## config.mk

```make
export PLATFORM = sky130hd
export DESIGN_NAME = pipeline_hazard_ctrl_flat
export DESIGN_NICKNAME = d
export VERILOG_FILES = /design/src/rtl/cpu_pipe_pkg.sv /design/src/rtl/pipeline_hazard_ctrl_if.sv /design/src/rtl/fwd_select.sv /design/src/rtl/pipeline_hazard_ctrl.sv /design/src/flat_wrapper.sv
export SDC_FILE = /design/constraint.sdc
export NUM_CORES = 1
export LEC_CHECK = 0
export BUFFER_PORTS_ARGS = -buffer_cell sky130_fd_sc_hd__buf_2
export CAP_MARGIN = 40
export CORE_ASPECT_RATIO = 0.6
export CORE_MARGIN = 3
export CORE_UTILIZATION = 45
export DETAILED_ROUTE_END_ITERATION = 10
export GPL_TIMING_DRIVEN = 0
export PLACE_DENSITY = 0.77
export REMOVE_ABC_BUFFERS = 1
export SLEW_MARGIN = 0
export SYNTH_ARGS = -nofsm -noshare
export SYNTH_HDL_FRONTEND = slang
export SYNTH_SLANG_ARGS = --single-unit
```

## constraint.sdc

```tcl
create_clock -name clk -period 3 [get_ports clk]
set_clock_uncertainty 0.2 [all_clocks]
set_input_delay 0.6 -clock clk [delete_from_list [all_inputs] [get_ports clk]]
set_output_delay 0.6 -clock clk [all_outputs]
set_load 0.01 [all_outputs]
```

## src/rtl/cpu_pipe_pkg.sv

```systemverilog
// Shared types for the pipeline hazard controller: FSM states, forwarding selects,
// and the register write-port payload seen at the MEM and WB stages.
package cpu_pipe_pkg;

  localparam int unsigned REG_W = 5;
  localparam logic [REG_W-1:0] REG_ZR = 5'd31;

  typedef enum logic [1:0] {
    S_INIT       = 2'd0,
    S_RUN        = 2'd1,
    S_FLUSH_PEND = 2'd2
  } pipeState_t;

  typedef enum logic [1:0] {
    FWD_RF    = 2'b00,
    FWD_EXMEM = 2'b01,
    FWD_MEMWB = 2'b10
  } fwd_sel_t;

  typedef struct packed {
    logic [REG_W-1:0] rd;
    logic             regWrite;
  } wrPort_t;

endpackage

```

## src/rtl/pipeline_hazard_ctrl_if.sv

```systemverilog
// Control/status bundle between CPU_control and the hazard controller.
// master = decoder/pipeline side, slave = hazard controller.
interface pipeline_hazard_ctrl_if
  import cpu_pipe_pkg::*;
#(
  parameter int unsigned CNT_W = 16
);

  logic             stall_ext;
  logic             id_ctrl_vld;
  logic [REG_W-1:0] id_rn;
  logic [REG_W-1:0] id_rm;
  logic             id_use_rn;
  logic             id_use_rm;
  logic             id_use_flags;
  logic [REG_W-1:0] ex_rd;
  logic             ex_reg_write;
  logic             ex_mem_to_reg;
  logic             ex_set_flags;
  logic             ex_br_taken;
  logic [REG_W-1:0] mem_rd;
  logic             mem_reg_write;
  logic [REG_W-1:0] wb_rd;
  logic             wb_reg_write;

  logic             pc_we;
  logic             ifid_we;
  logic             ifid_flush;
  logic             idex_bubble;
  logic [1:0]       fwd_a;
  logic [1:0]       fwd_b;
  logic [CNT_W-1:0] stall_cnt;
  logic [CNT_W-1:0] flush_cnt;

  modport master (
    output stall_ext, id_ctrl_vld, id_rn, id_rm, id_use_rn, id_use_rm, id_use_flags,
           ex_rd, ex_reg_write, ex_mem_to_reg, ex_set_flags, ex_br_taken,
           mem_rd, mem_reg_write, wb_rd, wb_reg_write,
    input  pc_we, ifid_we, ifid_flush, idex_bubble, fwd_a, fwd_b, stall_cnt, flush_cnt
  );

  modport slave (
    input  stall_ext, id_ctrl_vld, id_rn, id_rm, id_use_rn, id_use_rm, id_use_flags,
           ex_rd, ex_reg_write, ex_mem_to_reg, ex_set_flags, ex_br_taken,
           mem_rd, mem_reg_write, wb_rd, wb_reg_write,
    output pc_we, ifid_we, ifid_flush, idex_bubble, fwd_a, fwd_b, stall_cnt, flush_cnt
  );

endinterface

```

## src/rtl/fwd_select.sv

```systemverilog
// Chooses the ALU operand source for one ID source register; MEM beats WB
// because it carries the newer value, and X31 never forwards.
module fwd_select
  import cpu_pipe_pkg::*;
(
  input  logic [REG_W-1:0] src,
  input  logic             srcUsed,
  input  wrPort_t          memWr,
  input  wrPort_t          wbWr,
  output fwd_sel_t         selC
);

  always_comb begin
    selC = FWD_RF;
    if (srcUsed) begin
      if (memWr.regWrite && (memWr.rd != REG_ZR) && (memWr.rd == src)) begin
        selC = FWD_EXMEM;
      end else if (wbWr.regWrite && (wbWr.rd != REG_ZR) && (wbWr.rd == src)) begin
        selC = FWD_MEMWB;
      end
    end
  end

endmodule

```

## src/rtl/pipeline_hazard_ctrl.sv

```systemverilog
// Hazard sequencer for the 5-stage pipeline: pipeline fill, freeze, load-use/flag
// stalls, taken-branch flushes, operand forwarding and saturating event counters.
module pipeline_hazard_ctrl
  import cpu_pipe_pkg::*;
#(
  parameter int unsigned INIT_CYC = 4,
  parameter int unsigned CNT_W    = 16
)(
  input logic                   clk,
  input logic                   reset,
  pipeline_hazard_ctrl_if.slave bus
);

  localparam int unsigned INIT_W = (INIT_CYC > 1) ? $clog2(INIT_CYC) : 1;

  pipeState_t        state, stateNext;
  logic [INIT_W-1:0] initCnt, initCntNext;
  logic [CNT_W-1:0]  stallCnt, flushCnt;

  logic     loadUse, flagHaz;
  logic     pcWe, ifidWe, ifidFlush, idexBubble;
  logic     stallInc, flushInc;
  fwd_sel_t fwdA, fwdB;
  fwd_sel_t fwdAOut, fwdBOut;
  wrPort_t  memWr, wbWr;

  assign loadUse = bus.ex_reg_write && bus.ex_mem_to_reg && (bus.ex_rd != REG_ZR) &&
                   ((bus.id_use_rn && (bus.ex_rd == bus.id_rn)) ||
                    (bus.id_use_rm && (bus.ex_rd == bus.id_rm)));
  assign flagHaz = bus.id_use_flags && bus.ex_set_flags;

  assign memWr = '{rd: bus.mem_rd, regWrite: bus.mem_reg_write};
  assign wbWr  = '{rd: bus.wb_rd,  regWrite: bus.wb_reg_write};

  fwd_select u_fwdA (
    .src     (bus.id_rn),
    .srcUsed (bus.id_use_rn),
    .memWr   (memWr),
    .wbWr    (wbWr),
    .selC    (fwdA)
  );

  fwd_select u_fwdB (
    .src     (bus.id_rm),
    .srcUsed (bus.id_use_rm),
    .memWr   (memWr),
    .wbWr    (wbWr),
    .selC    (fwdB)
  );

  always_ff @(posedge clk or posedge reset) begin
    if (reset) begin
      state    <= S_INIT;
      initCnt  <= '0;
      stallCnt <= '0;
      flushCnt <= '0;
    end else begin
      state   <= stateNext;
      initCnt <= initCntNext;
      if (stallInc && (stallCnt != {CNT_W{1'b1}})) stallCnt <= stallCnt + CNT_W'(1);
      if (flushInc && (flushCnt != {CNT_W{1'b1}})) flushCnt <= flushCnt + CNT_W'(1);
    end
  end

  // Next state and pipeline-register controls; a branch seen during a freeze is parked.
  always_comb begin
    stateNext   = state;
    initCntNext = initCnt;
    pcWe        = 1'b0;
    ifidWe      = 1'b0;
    ifidFlush   = 1'b0;
    idexBubble  = 1'b0;
    stallInc    = 1'b0;
    flushInc    = 1'b0;
    fwdAOut     = fwdA;
    fwdBOut     = fwdB;

    unique case (state)
      S_INIT: begin
        pcWe       = 1'b1;
        ifidWe     = 1'b1;
        idexBubble = 1'b1;
        if (!bus.stall_ext) begin
          if (initCnt == INIT_W'(INIT_CYC - 1)) begin
            stateNext = S_RUN;
          end else begin
            initCntNext = initCnt + INIT_W'(1);
          end
        end
      end
      S_RUN: begin
        if (bus.stall_ext) begin
          if (bus.ex_br_taken) stateNext = S_FLUSH_PEND;
        end else if (bus.ex_br_taken) begin
          pcWe       = 1'b1;
          ifidWe     = 1'b1;
          ifidFlush  = 1'b1;
          idexBubble = 1'b1;
          flushInc   = 1'b1;
        end else if (loadUse || flagHaz) begin
          idexBubble = 1'b1;
          stallInc   = 1'b1;
        end else if (!bus.id_ctrl_vld) begin
          pcWe       = 1'b1;
          ifidWe     = 1'b1;
          idexBubble = 1'b1;
        end else begin
          pcWe   = 1'b1;
          ifidWe = 1'b1;
        end
      end
      S_FLUSH_PEND: begin
        if (!bus.stall_ext) begin
          pcWe       = 1'b1;
          ifidWe     = 1'b1;
          ifidFlush  = 1'b1;
          idexBubble = 1'b1;
          flushInc   = 1'b1;
          stateNext  = S_RUN;
        end
      end
      default: stateNext = S_INIT;
    endcase

    // While reset is held the pipeline is parked on NOPs regardless of state.
    if (reset) begin
      pcWe       = 1'b0;
      ifidWe     = 1'b0;
      ifidFlush  = 1'b1;
      idexBubble = 1'b1;
      fwdAOut    = FWD_RF;
      fwdBOut    = FWD_RF;
    end
  end

  assign bus.pc_we       = pcWe;
  assign bus.ifid_we     = ifidWe;
  assign bus.ifid_flush  = ifidFlush;
  assign bus.idex_bubble = idexBubble;
  assign bus.fwd_a       = fwdAOut;
  assign bus.fwd_b       = fwdBOut;
  assign bus.stall_cnt   = stallCnt;
  assign bus.flush_cnt   = flushCnt;

endmodule

```

## src/flat_wrapper.sv

```systemverilog
// flat-port wrapper written by rule: the top's interface ports become plain ports
module pipeline_hazard_ctrl_flat import cpu_pipe_pkg::*;
#(
  parameter int unsigned INIT_CYC = 4,
  parameter int unsigned CNT_W    = 16
)
  (clk, reset, bus_stall_ext, bus_id_ctrl_vld, bus_id_rn, bus_id_rm, bus_id_use_rn, bus_id_use_rm, bus_id_use_flags, bus_ex_rd, bus_ex_reg_write, bus_ex_mem_to_reg, bus_ex_set_flags, bus_ex_br_taken, bus_mem_rd, bus_mem_reg_write, bus_wb_rd, bus_wb_reg_write, bus_pc_we, bus_ifid_we, bus_ifid_flush, bus_idex_bubble, bus_fwd_a, bus_fwd_b, bus_stall_cnt, bus_flush_cnt);
  pipeline_hazard_ctrl_if #(.CNT_W(CNT_W)) bus_i ();
  input logic clk;
  input logic reset;
  input wire logic [$bits(bus_i.stall_ext)-1:0] bus_stall_ext;
  input wire logic [$bits(bus_i.id_ctrl_vld)-1:0] bus_id_ctrl_vld;
  input wire logic [$bits(bus_i.id_rn)-1:0] bus_id_rn;
  input wire logic [$bits(bus_i.id_rm)-1:0] bus_id_rm;
  input wire logic [$bits(bus_i.id_use_rn)-1:0] bus_id_use_rn;
  input wire logic [$bits(bus_i.id_use_rm)-1:0] bus_id_use_rm;
  input wire logic [$bits(bus_i.id_use_flags)-1:0] bus_id_use_flags;
  input wire logic [$bits(bus_i.ex_rd)-1:0] bus_ex_rd;
  input wire logic [$bits(bus_i.ex_reg_write)-1:0] bus_ex_reg_write;
  input wire logic [$bits(bus_i.ex_mem_to_reg)-1:0] bus_ex_mem_to_reg;
  input wire logic [$bits(bus_i.ex_set_flags)-1:0] bus_ex_set_flags;
  input wire logic [$bits(bus_i.ex_br_taken)-1:0] bus_ex_br_taken;
  input wire logic [$bits(bus_i.mem_rd)-1:0] bus_mem_rd;
  input wire logic [$bits(bus_i.mem_reg_write)-1:0] bus_mem_reg_write;
  input wire logic [$bits(bus_i.wb_rd)-1:0] bus_wb_rd;
  input wire logic [$bits(bus_i.wb_reg_write)-1:0] bus_wb_reg_write;
  output wire logic [$bits(bus_i.pc_we)-1:0] bus_pc_we;
  output wire logic [$bits(bus_i.ifid_we)-1:0] bus_ifid_we;
  output wire logic [$bits(bus_i.ifid_flush)-1:0] bus_ifid_flush;
  output wire logic [$bits(bus_i.idex_bubble)-1:0] bus_idex_bubble;
  output wire logic [$bits(bus_i.fwd_a)-1:0] bus_fwd_a;
  output wire logic [$bits(bus_i.fwd_b)-1:0] bus_fwd_b;
  output wire logic [$bits(bus_i.stall_cnt)-1:0] bus_stall_cnt;
  output wire logic [$bits(bus_i.flush_cnt)-1:0] bus_flush_cnt;
  assign bus_i.stall_ext = bus_stall_ext;
  assign bus_i.id_ctrl_vld = bus_id_ctrl_vld;
  assign bus_i.id_rn = bus_id_rn;
  assign bus_i.id_rm = bus_id_rm;
  assign bus_i.id_use_rn = bus_id_use_rn;
  assign bus_i.id_use_rm = bus_id_use_rm;
  assign bus_i.id_use_flags = bus_id_use_flags;
  assign bus_i.ex_rd = bus_ex_rd;
  assign bus_i.ex_reg_write = bus_ex_reg_write;
  assign bus_i.ex_mem_to_reg = bus_ex_mem_to_reg;
  assign bus_i.ex_set_flags = bus_ex_set_flags;
  assign bus_i.ex_br_taken = bus_ex_br_taken;
  assign bus_i.mem_rd = bus_mem_rd;
  assign bus_i.mem_reg_write = bus_mem_reg_write;
  assign bus_i.wb_rd = bus_wb_rd;
  assign bus_i.wb_reg_write = bus_wb_reg_write;
  assign bus_pc_we = bus_i.pc_we;
  assign bus_ifid_we = bus_i.ifid_we;
  assign bus_ifid_flush = bus_i.ifid_flush;
  assign bus_idex_bubble = bus_i.idex_bubble;
  assign bus_fwd_a = bus_i.fwd_a;
  assign bus_fwd_b = bus_i.fwd_b;
  assign bus_stall_cnt = bus_i.stall_cnt;
  assign bus_flush_cnt = bus_i.flush_cnt;
  pipeline_hazard_ctrl #(.INIT_CYC(INIT_CYC), .CNT_W(CNT_W)) u_core (.clk(clk), .reset(reset), .bus(bus_i));
endmodule
```

==> results of run 1 <==
## sequential cells by signal (all words and copies together) (netlist names)
signal and count:
u_core.state 2, u_core.initCnt 2, u_core.bus.flush_cnt 16, u_core.bus.stall_cnt 16
## cells in the final DEF, fill, tap and decap left out, types with 2 or more instances in the layout
| cell | n |
|---|---|
| xor2_1 | 30 |
| a21oi_1 | 5 |
| nor3_1 | 6 |
| nor2_1 | 6 |
| dfrtp_1 | 36 |
| nor3b_1 | 6 |
| buf_4 | 2 |
| ha_1 | 7 |
| nand4_1 | 12 |
| inv_2 | 2 |
| nor4_1 | 10 |
| xnor2_1 | 28 |
| and3_1 | 3 |
| nand2_1 | 21 |
| buf_2 | 77 |
| mux2_2 | 3 |
| nor2_2 | 2 |
| a31oi_1 | 2 |
| nand3_1 | 14 |
| inv_1 | 6 |
| and4_1 | 2 |
| o21ai_0 | 2 |
| clkbuf_8 | 5 |
## power groups by stage
stage	clock [uW]	combinational (uW)	sequential, uW
6_report	416	491	634
3_3_place_gp	0	472	639
4_1_cts	428	494	633
5_1_grt	452	551	644
3_5_place_dp	0	492	640
2_1_floorplan	0	307	647
## how the worst max path moves through the flow
stage / start / to / slack (ns)
2_1_floorplan: bus_ex_rd[3] / bus_ifid_we / 0.19
3_3_place_gp: reset / bus_fwd_b[1] / -0.30
3_5_place_dp: bus_id_rn[4] / bus_pc_we / -0.08
4_1_cts: reset / bus_fwd_b[1] / 0.21
5_1_grt: reset / bus_fwd_a[1] / 0.11
6_report: bus_id_rm[1] / bus_idex_bubble / 0.23
## per-layer routing
| layer | global-route usage [%] | wire length [um] | vias up |
|---|---|---|---|
| li1 | - | - | 961 |
| met1 | 26.43 | 2656 | 915 |
| met2 | 27.45 | 2302 | 55 |
| met3 | 5.166 | 314 | 7 |
| met4 | 5.800 | 59 | 0 |
| met5 | 0 | 0 | - |
## kinds of logic (layout without fill, tap and decap cells)
group	after synthesis	after routing	synth area share, %
compound gates	21	21	7.472
flops	36	36	40.45
simple gates	88	88	21.80
xor+xnor	58	58	22.81
fa+ha+maj	7	7	3.932
mux	3	3	1.517
buf+inv	11	95	2.023
## area by class of cell
| class | instances | area, um2 |
|---|---|---|
| clock buffer | 6 | 72.57 |
| clock inverter | 2 | 35.03 |
| fill | 412 | 1861 |
| inverter | 8 | 30.03 |
| multi-input combinational | 177 | 1281 |
| sequential | 36 | 900.9 |
| tap | 63 | 78.83 |
| timing repair buffer | 79 | 400.4 |
## metrics by stage
stage	setup slack (ns)	instances	instance area [um2]	utilization, %
after floorplan	0.1913	221	2212	-
after global placement	-0.3022	361	2676	57.44
after detailed placement	-0.08324	362	2684	57.60
after CTS	0.2122	371	2799	60.07
after global routing	0.1123	371	2799	60.07
final	0.2323	371	2799	60.07
## repair_timing
action	CTS	global route
buffers inserted	1	0
endpoints found under the setup margin	2	0
hold endpoints to repair	0	0
==> out/metrics.yaml, run 1 <==
placed_design:
  port_buffers: 77
  gp_congestion: 0.8807
  dp_hpwl_um: 4261
setup_path:
  critical_path_required_ns: 2.20
  path_buf_inv: 2
  worstPathArrival_ns: 1.97
  path_class: "in2out"
  path_max_fanout: 4
  max_stage_delay_ns: 0.36
  end_kind: "output port"
  r2r-end: "u_core.bus.flush_cnt[7]"
  ff2ff_setup_slack_ns: 0.69
  crit_chain: "buf_2 -> xnor2_1 -> nand4_1 -> o22ai_1 -> a22oi_2 -> a311o_1 -> o211ai_1 -> buf_2"
  r2r_start: "u_core.state[1]"
  reg2reg_depth: 8
  cp.depth: 8
  slowest_stage: "a311o_1"
  setup.worst_path.start_class: "input port"
  critPathTopFamily: "compound AO/OA/AOI/OAI gates"
  crit_top_cell: "buf_2"
clock_network:
  cts_root_buffer: "clkbuf_8"
  htreeDepth: 2
  cts_buffer_depth: 2
  cts_tree: "built"
  cts_buffers: 5
  clk_pin_slew_ns: 0.07
  clk_latency_ns: 0.29
  cts_resized: 0
  holdBufCountCts: 0
  clock_sinks: 36
synth:
  ys_types: 40
  netlist_top_cells_count: "dfrtp_1, xor2_1, xnor2_1"
  ys_seq_area_share_pct: 40.45
  yosysTopAreaCellShare_pct: 40.45
  synth_warnings: 0
  syn_area_per_cell_um2: 9.943
  synth_cells: 224
  synth.area.top_cells: "dfrtp_1, xor2_1, xnor2_1"
  synth_edf_count: 0
  synthFlopType: "dfrtp_1"
  synth_area_mm2: 0.002227
  synth_top_cell_by_area: "dfrtp_1"
  synthMostInstantiatedCell: "dfrtp_1"
  ys_ff_latch: 36
  synthArstFlopShare_pct: 100.0
cells_and_area:
  syn2layout_area_growth_pct: 25.67
  final_nets: 352
  diodes: 0
  drive_above_1_share_pct: 31.82
floorplan:
  dieArea_mm2: 0.005857
  die_h_um: 60.50
  core_area_mm2: 0.004659
  start_util_pct: 47.80
  die_w_um: 96.82
  rows: 19
  boundaryPins: 78
sta:
  worst_pin_slew_ns: 0.7829
  setup_viol: 0
  finalCritPeriodShare_pct: 92.26
  fin_tns_setup_ns: 0
  period_needed_ns: 2.768
  fmax_mhz: 361.3
  finalHoldViolCount: 0
  slew_headroom_pct: 47.73
  grt_setup_unrepaired: "no"
  drv_slew: 0
  holdWs_ns: 0.2789
route:
  via_per_inst: 5.224
  via_count: 1938
  postRouteAntennaNets: 0
  drt_iter0_drc: 115
  drc: 0
  wl_um: 5334
  drt_first_pass_iters: 4
  wl_per_cell_um: 14.38
min_path:
  worstHoldEndpoint: "u_core.initCnt[0]"
  min_from: "u_core.initCnt[0]"
  hold_depth: 1
  hold_path_class: "reg2reg"
run:
  maxCapViolations: 0
run_status:
  status: "complete, no violations"
grt:
  antenna_found_initial: 0
  grt_overflow_total: 0
  grt_pass1_vias: 1780
  grt_max_degree: 40
  grt_pass1_wl_um: 8500
  grtUsageTotal_pct: 18.46
power_and_ir_drop:
  p_sw_uw: 509.2
  internal_power_uw: 1032
  combPwrFrac_pct: 31.9
  power_frac_clock_pct: 27.0
  power_uw: 1541
  leakagePower_uw: 0.001415
  swShare_pct: 33.03
  p_per_area_mw_per_mm2: 550.7
  p_seq_share_pct: 41.2
  ir_drop_mv: 0.4081
Note: power is estimated with default switching activity, not from simulation.
==> run 2, diff against run 1 <==
- CORE_ASPECT_RATIO: 0.6 -> 1.2
==> run 2 against run 1 <==
  * Power increased by 0.23%
  * First-iteration DRC count down 53%
  * Combinational power fell by 0.8%
  * Wire length shrank 3.2%
  * Utilization down 0.52 points
  * Final cell count is 1.3% lower
  * Final area barely moved
  * Global-route usage fell by 0.21 points
  * Die area is 0.42% lower
  * Maximum frequency up 1.5%
  * Count of clock-buffer cells in the layout down 1
  * Register-to-register slack is essentially flat
  * Critical endpoint unchanged
  * Largest cell class unchanged
  * Highest routed layer unchanged
==> out/metrics.yaml, run 2 (synthesized netlist as in run 1, its figures left out) <==
power_and_ir_drop:
  swShare_pct: 33.29  # was 33.03%
  internal_power_uw: 1031  # was 1032 uW
  p_per_area_mw_per_mm2: 552.4  # was 550.7 mW/mm2
  p_seq_share_pct: 40.9  # was 41.2%
  p_sw_uw: 514.3  # was 509.2 uW
  combPwrFrac_pct: 31.5  # was 31.9%
  leakagePower_uw: 0.001414  # was 0.001415 uW
  power_frac_clock_pct: 27.6  # was 27.0%
  ir_drop_mv: 0.4984  # was 0.4081 mV
setup_path:
  reg2reg_depth: 8  # unchanged
  path_max_fanout: 3  # was 4
  crit_chain: "buf_2 -> xnor2_1 -> nand4_1 -> o22ai_1 -> a22oi_2 -> a311o_1 -> o211ai_1 -> buf_2"  # unchanged
  critPathTopFamily: "compound AO/OA/AOI/OAI gates"  # unchanged
  worstPathArrival_ns: 1.93  # was 1.97 ns
  path_buf_inv: 2  # unchanged
  setup.worst_path.start_class: "input port"  # unchanged
  cp.depth: 8  # unchanged
  end_kind: "output port"  # unchanged
  crit_top_cell: "buf_2"  # unchanged
  startpoint: "bus_id_rm[0]"  # was bus_id_rm[1]
  critical_path_required_ns: 2.20  # about the same
  ff2ff_setup_slack_ns: 0.70  # was 0.69 ns
  r2r_start: "u_core.state[1]"  # unchanged
  slowest_stage: "a311o_1"  # unchanged
  max_stage_delay_ns: 0.35  # was 0.36 ns
  path_class: "in2out"  # unchanged
sta:
  fmax_mhz: 366.8  # was 361.3 MHz
  finalHoldViolCount: 0  # unchanged
  period_needed_ns: 2.726  # was 2.768 ns
  slew_headroom_pct: 48.23  # was 47.73%
  holdWs_ns: 0.2813  # was 0.2789 ns
  setup_viol: 0  # unchanged
  grt_setup_unrepaired: "no"  # unchanged
  finalCritPeriodShare_pct: 90.87  # was 92.26%
  worst_pin_slew_ns: 0.7754  # was 0.7829 ns
  drv_slew: 0  # unchanged
placed_design:
  port_buffers: 77  # unchanged
  place_area_mm2: 0.002678  # was 0.002684 mm2
  dp_hpwl_um: 4135  # was 4261 um
  gp_congestion: 0.9065  # was 0.8807
floorplan:
  die_w_um: 70.22  # was 96.82 um
  core_area_mm2: 0.004696  # was 0.004659 mm2
  dieArea_mm2: 0.005833  # was 0.005857 mm2
  start_util_pct: 47.43  # was 47.80%
  rows: 27  # was 19
  die_h_um: 83.07  # was 60.50 um
  boundaryPins: 78  # unchanged
clock_network:
  clk_latency_ns: 0.29  # about the same
  cts_buffer_depth: 2  # unchanged
  holdBufCountCts: 0  # unchanged
  cts_tree: "built"  # unchanged
  cts_root_buffer: "clkbuf_8"  # unchanged
  cts_buffers: 5  # unchanged
  clk_pin_slew_ns: 0.07  # about the same
  cts_resized: 0  # unchanged
  clock_sinks: 36  # unchanged
  htreeDepth: 2  # unchanged
route:
  wl_per_cell_um: 14.11  # was 14.38 um
  wl_um: 5164  # was 5334 um
  via_per_inst: 5.467  # was 5.224
  postRouteAntennaNets: 0  # unchanged
  via_count: 2001  # was 1938
  drc: 0  # unchanged
  drt_first_pass_iters: 4  # unchanged
  drt_iter0_drc: 54  # was 115
grt:
  grtUsageTotal_pct: 18.25  # was 18.46%
  grt_overflow_total: 0  # unchanged
  grt_pass1_vias: 1983  # was 1780
  grt_max_degree: 40  # unchanged
  grt_pass1_wl_um: 8832  # was 8500 um
  antenna_found_initial: 0  # unchanged
run_status:
  status: "complete, no violations"  # unchanged
cells_and_area:
  most-common-layout-cells: "buf_2, dfrtp_1, xor2_1"  # unchanged
  design_area_mm2: 0.002796  # was 0.002799 mm2
  nFillCells: 435  # was 412
  diodes: 0  # unchanged
  drive_above_1_share_pct: 32.14  # was 31.82%
  multi_input_area_mm2: 0.001281  # unchanged
  seq_area_um2: 900.9  # unchanged
  final_nets: 352  # unchanged
  syn2layout_area_growth_pct: 25.56  # was 25.67%
  final_common_cell: "buf_2"  # unchanged
run:
  maxCapViolations: 0  # unchanged
min_path:
  min_from: "u_core.initCnt[0]"  # unchanged
  hold_depth: 1  # unchanged
  hold_path_class: "reg2reg"  # unchanged
run 2: changes by cell type in the layout (fill, tap and decap cells not counted):
| cell | change |
|---|---|
| clkbuf_1 | -1 |
| clkinvlp_4 | +1 |
run 2: worst paths after layout:
check	endpoint
setup / recovery	bus_idex_bubble
hold / removal	u_core.initCnt[0]
setup reg to reg	u_core.bus.flush_cnt[7]
hold reg to reg	u_core.initCnt[0]
max in group asynchronous	u_core.bus.stall_cnt[11]
min in group asynchronous	u_core.bus.flush_cnt[9]
run 2: per-stage QoR:
stage / setup WS [ns] / power, uW / setup TNS, ns / cells / util (%)
3_5_place_dp: -0.1116 / 1132 / -0.2215 / 357 / 57.02
4_1_cts: 0.2615 / 1563 / 0 / 366 / 59.55
6_report: 0.2740 / 1545 / 0 / 366 / 59.55
5_1_grt: 0.1033 / 1663 / 0 / 366 / 59.55
3_3_place_gp: -0.2708 / 1108 / -0.7934 / 356 / 56.86
2_1_floorplan: 0.1913 / 954.0 / 0 / 221 / -
run 2: routing by layer:
| metal | vias to the layer above | share of wire (%) | global-route usage (%) |
|---|---|---|---|
| li1 | 961 | - | - |
| met1 | 965 | 40 | 21.96 |
| met2 | 59 | 52 | 30.92 |
| met3 | 16 | 4.4 | 3.995 |
| met4 | 0 | 2.9 | 7.840 |
| met5 | - | 0 | 0 |
run 2: area by class of cell:
type                    count  area share (%)
clock buffers               5           2.461
clock inverters             3           1.521
inverters                   8           1.074
multi-input cells         177           45.82
flip-flops and latches     36           32.21
well taps                  58           2.595
repair buffers             79           14.32
run 2: repair_timing:
item                       4_1_cts  5_1_grt
setup endpoints to repair        2        0
hold endpoints to repair         0        0
setup buffers                    1        0
run 2: power groups by stage:
stage               sequential [uW]  clock, uW  combinational (uW)
floorplan                       647          0                 307
global placement                639          0                 469
detailed placement              641          0                 491
CTS                             632        437                 494
finish                          632        427                 487
global route                    648        461                 554
==> run 3, diff against run 2 <==
- ABC_AREA: default -> 1
- CORE_MARGIN: 3 -> 4
- PLACE_DENSITY: 0.77 -> 0.75
==> run 3 against run 2 <==
  * Combinational power increased by 14%
  * Synthesized cell count is 73% higher
  * Power grew 5.2%
  * Sequential share of layout area decreased by 5.2 points
  * Largest cell class unchanged
  * Largest power group unchanged
==> out/metrics.yaml, run 3 <==
run_status:
  status: "complete, no violations"  # unchanged
synth:
  ys_seq_area_share_pct: 32.62  # was 40.45%
  ys_ff_latch: 36  # unchanged
  synth_area_mm2: 0.002761  # was 0.002227 mm2
  ys_types: 31  # was 40
  netlist_top_cells_count: "nand2_1, inv_1, dfrtp_1"  # was dfrtp_1, xor2_1, xnor2_1
  synth.area.top_cells: "dfrtp_1, nand2_1, xor2_1"  # was dfrtp_1, xor2_1, xnor2_1
  synth_cells: 388  # was 224
  synth_warnings: 0  # unchanged
  synthFlopType: "dfrtp_1"  # unchanged
  synth_edf_count: 0  # unchanged
  synthArstFlopShare_pct: 100.0  # unchanged
  synth_top_cell_by_area: "dfrtp_1"  # unchanged
  syn_area_per_cell_um2: 7.117  # was 9.943 um2
  synthMostInstantiatedCell: "nand2_1"  # was dfrtp_1
  yosysTopAreaCellShare_pct: 32.62  # was 40.45%
power_and_ir_drop:
  p_seq_share_pct: 39.2  # was 40.9%
  combPwrFrac_pct: 34.2  # was 31.5%
  leakagePower_uw: 0.001851  # was 0.001414 uW
  ir_drop_mv: 0.4884  # was 0.4984 mV
  p_sw_uw: 605.0  # was 514.3 uW
  power_frac_clock_pct: 26.6  # was 27.6%
  power_uw: 1624  # was 1545 uW
  swShare_pct: 37.25  # was 33.29%
  p_per_area_mw_per_mm2: 486.8  # was 552.4 mW/mm2
  internal_power_uw: 1019  # was 1031 uW
grt:
  grt_pass1_vias: 2645  # was 1983
  grt_overflow_total: 0  # unchanged
  grt_pass1_wl_um: 11220  # was 8832 um
  antenna_found_initial: 0  # unchanged
  grt_max_degree: 40  # unchanged
  grtUsageTotal_pct: 18.32  # was 18.25%
setup_path:
  end_kind: "output port"  # unchanged
  max_stage_delay_ns: 0.41  # was 0.35 ns
  worstPathArrival_ns: 1.86  # was 1.93 ns
  critical_path_required_ns: 2.20  # about the same
  path_max_fanout: 11  # was 3
  slowest_stage: "dfrtp_1"  # was a311o_1
  r2r_start: "u_core.state[1]"  # unchanged
  startpoint: "u_core.state[1]"  # was bus_id_rm[0]
  crit_top_cell: "nand2_1"  # was buf_2
  setup.worst_path.start_class: "register"  # was input port
  path_class: "reg2out"  # was in2out
  crit_chain: "inv_1 -> ha_1 -> inv_1 -> nor2_4 -> nand2_1 -> nand2_1 -> nand2_1 -> nand2_1 -> buf_2"  # was buf_2 -> xnor2_1 -> nand4_1 -> o22ai_1 -> a22oi_2 -> a311o_1 -> o211ai_1 -> buf_2
route:
  via_count: 2763  # was 2001
  postRouteAntennaNets: 0  # unchanged
  wl_per_cell_um: 12.12  # was 14.11 um
  wl_um: 6665  # was 5164 um
  drt_iter0_drc: 146  # was 54
  drc: 0  # unchanged
  via_per_inst: 5.024  # was 5.467
  drt_first_pass_iters: 4  # unchanged
placed_design:
  port_buffers: 77  # unchanged
  dp_hpwl_um: 5172  # was 4135 um
  gp_congestion: 0.9089  # was 0.9065
  place_area_mm2: 0.003218  # was 0.002678 mm2
clock_network:
  htreeDepth: 2  # unchanged
  cts_tree: "built"  # unchanged
  clk_latency_ns: 0.29  # about the same
  cts_buffers: 5  # unchanged
  clk_pin_slew_ns: 0.08  # was 0.07 ns
  cts_buffer_depth: 2  # unchanged
  cts_root_buffer: "clkbuf_8"  # unchanged
  postCtsSetupBuffers: 0  # was 1
  clock_sinks: 36  # unchanged
sta:
  slew_headroom_pct: 45.97  # was 48.23%
  finalHoldViolCount: 0  # unchanged
  finalCritPeriodShare_pct: 88.76  # was 90.87%
  grt_setup_unrepaired: "no"  # unchanged
  period_needed_ns: 2.663  # was 2.726 ns
  worst_pin_slew_ns: 0.8093  # was 0.7754 ns
  fin_tns_setup_ns: 0  # unchanged
  setup_viol: 0  # unchanged
  fmax_mhz: 375.6  # was 366.8 MHz
  drv_slew: 0  # unchanged
  holdWs_ns: 0.2972  # was 0.2813 ns
floorplan:
  rows: 31  # was 27
  start_util_pct: 45.93  # was 47.43%
  dieArea_mm2: 0.007459  # was 0.005833 mm2
  boundaryPins: 78  # unchanged
  die_w_um: 79.51  # was 70.22 um
  die_h_um: 93.81  # was 83.07 um
  core_area_mm2: 0.006012  # was 0.004696 mm2
cells_and_area:
  most-common-layout-cells: "nand2_1, buf_2, inv_1"  # was buf_2, dfrtp_1, xor2_1
  syn2layout_area_growth_pct: 20.84  # was 25.56%
  final_common_cell: "nand2_1"  # was buf_2
  design_area_mm2: 0.003337  # was 0.002796 mm2
  drive_above_1_share_pct: 22.44  # was 32.14%
  diodes: 0  # unchanged
  final_nets: 512  # was 352
min_path:
  hold_path_class: "in2async"  # was reg2reg
run:
  maxCapViolations: 0  # unchanged
==> run 3: cell types whose count changed after synthesis, moves of 6 or more <==
cell,change
nor4_1,-6
nand4_1,+8
nand3_1,+11
xnor2_1,-13
nand2_1,+112
nor3_1,+6
inv_1,+32
nor3b_1,-6
nor2_1,+24
==> run 3: repair_timing <==
item                                    in CTS  in global routing
hold endpoints to repair                     0                  0
endpoints found under the setup margin       3                  1
gates resized for setup                      1                  1
hold buffers                                 0                  0
==> run 3: kinds of logic after synthesis <==
kind of cell,after synthesis,share of synthesized area (%)
mux,1,0.4078
flops,36,32.62
fa+ha+maj,7,3.172
simple gates,233,38.11
compound gates,16,4.214
buf+inv,51,7.522
xor+xnor,44,13.96
==> run 3: worst max-delay path, delay by kind of cell, from the launching register on <==
kind	cells	cell delay [ns]
and+or+nand+nor	5	0.65
DFF	1	0.41
buffers and inverters	3	0.33
adders and majority gates	1	0.20
==> run 3: layout make-up <==
| class | instances | area, um2 |
|---|---|---|
| Timing Repair Buffer | 78 | 392.9 |
| Inverter | 45 | 168.9 |
| Fill cell | 573 | 2675 |
| Multi-Input combinational cell | 301 | 1660 |
| Clock buffer | 5 | 68.82 |
| Sequential cell | 36 | 900.9 |
| Clock inverter | 3 | 42.54 |
| Tap cell | 82 | 102.6 |
==> run 3: path summary, 6_finish.rpt <==
path	end	slack, ns	cells after the start
min in group clk	u_core.initCnt[0]	0.30	1
worst min register to register	u_core.initCnt[0]	0.30	1
max in group asynchronous	u_core.state[1]	1.79	2
worst max-delay path	bus_ifid_flush	0.34	9
worst min-delay path	u_core.bus.stall_cnt[2]	0.30	2
worst max register to register	u_core.bus.flush_cnt[14]	0.63	11
==> run 3: per-layer routing <==
metal / vias to the layer above / track usage, % / wire, um
met2: 62 / 32.59 / 3471
met4: 0 / 5.874 / 55
li1: 1402 / - / -
met3: 7 / 4.127 / 284
met5: - / 0 / 0
met1: 1292 / 21.57 / 2853
==> run 3: power groups by stage <==
| stage | Sequential (uW) | Clock [uW] | Combinational (uW) |
|---|---|---|---|
| after floorplan | 651 | 0 | 347 |
| after global placement | 641 | 0 | 531 |
| after detailed placement | 644 | 0 | 555 |
| after CTS | 638 | 443 | 557 |
| after global routing | 648 | 464 | 635 |
| final | 637 | 432 | 556 |
==> run 3: stage by stage <==
stage          util (%)  instances  setup slack (ns)
5_1_grt           55.50        550            0.1492
2_1_floorplan         -        382            0.3238
4_1_cts           55.42        550            0.1636
3_3_place_gp      53.40        541           -0.1615
3_5_place_dp      53.53        542            0.2233
6_report          55.50        550            0.3373
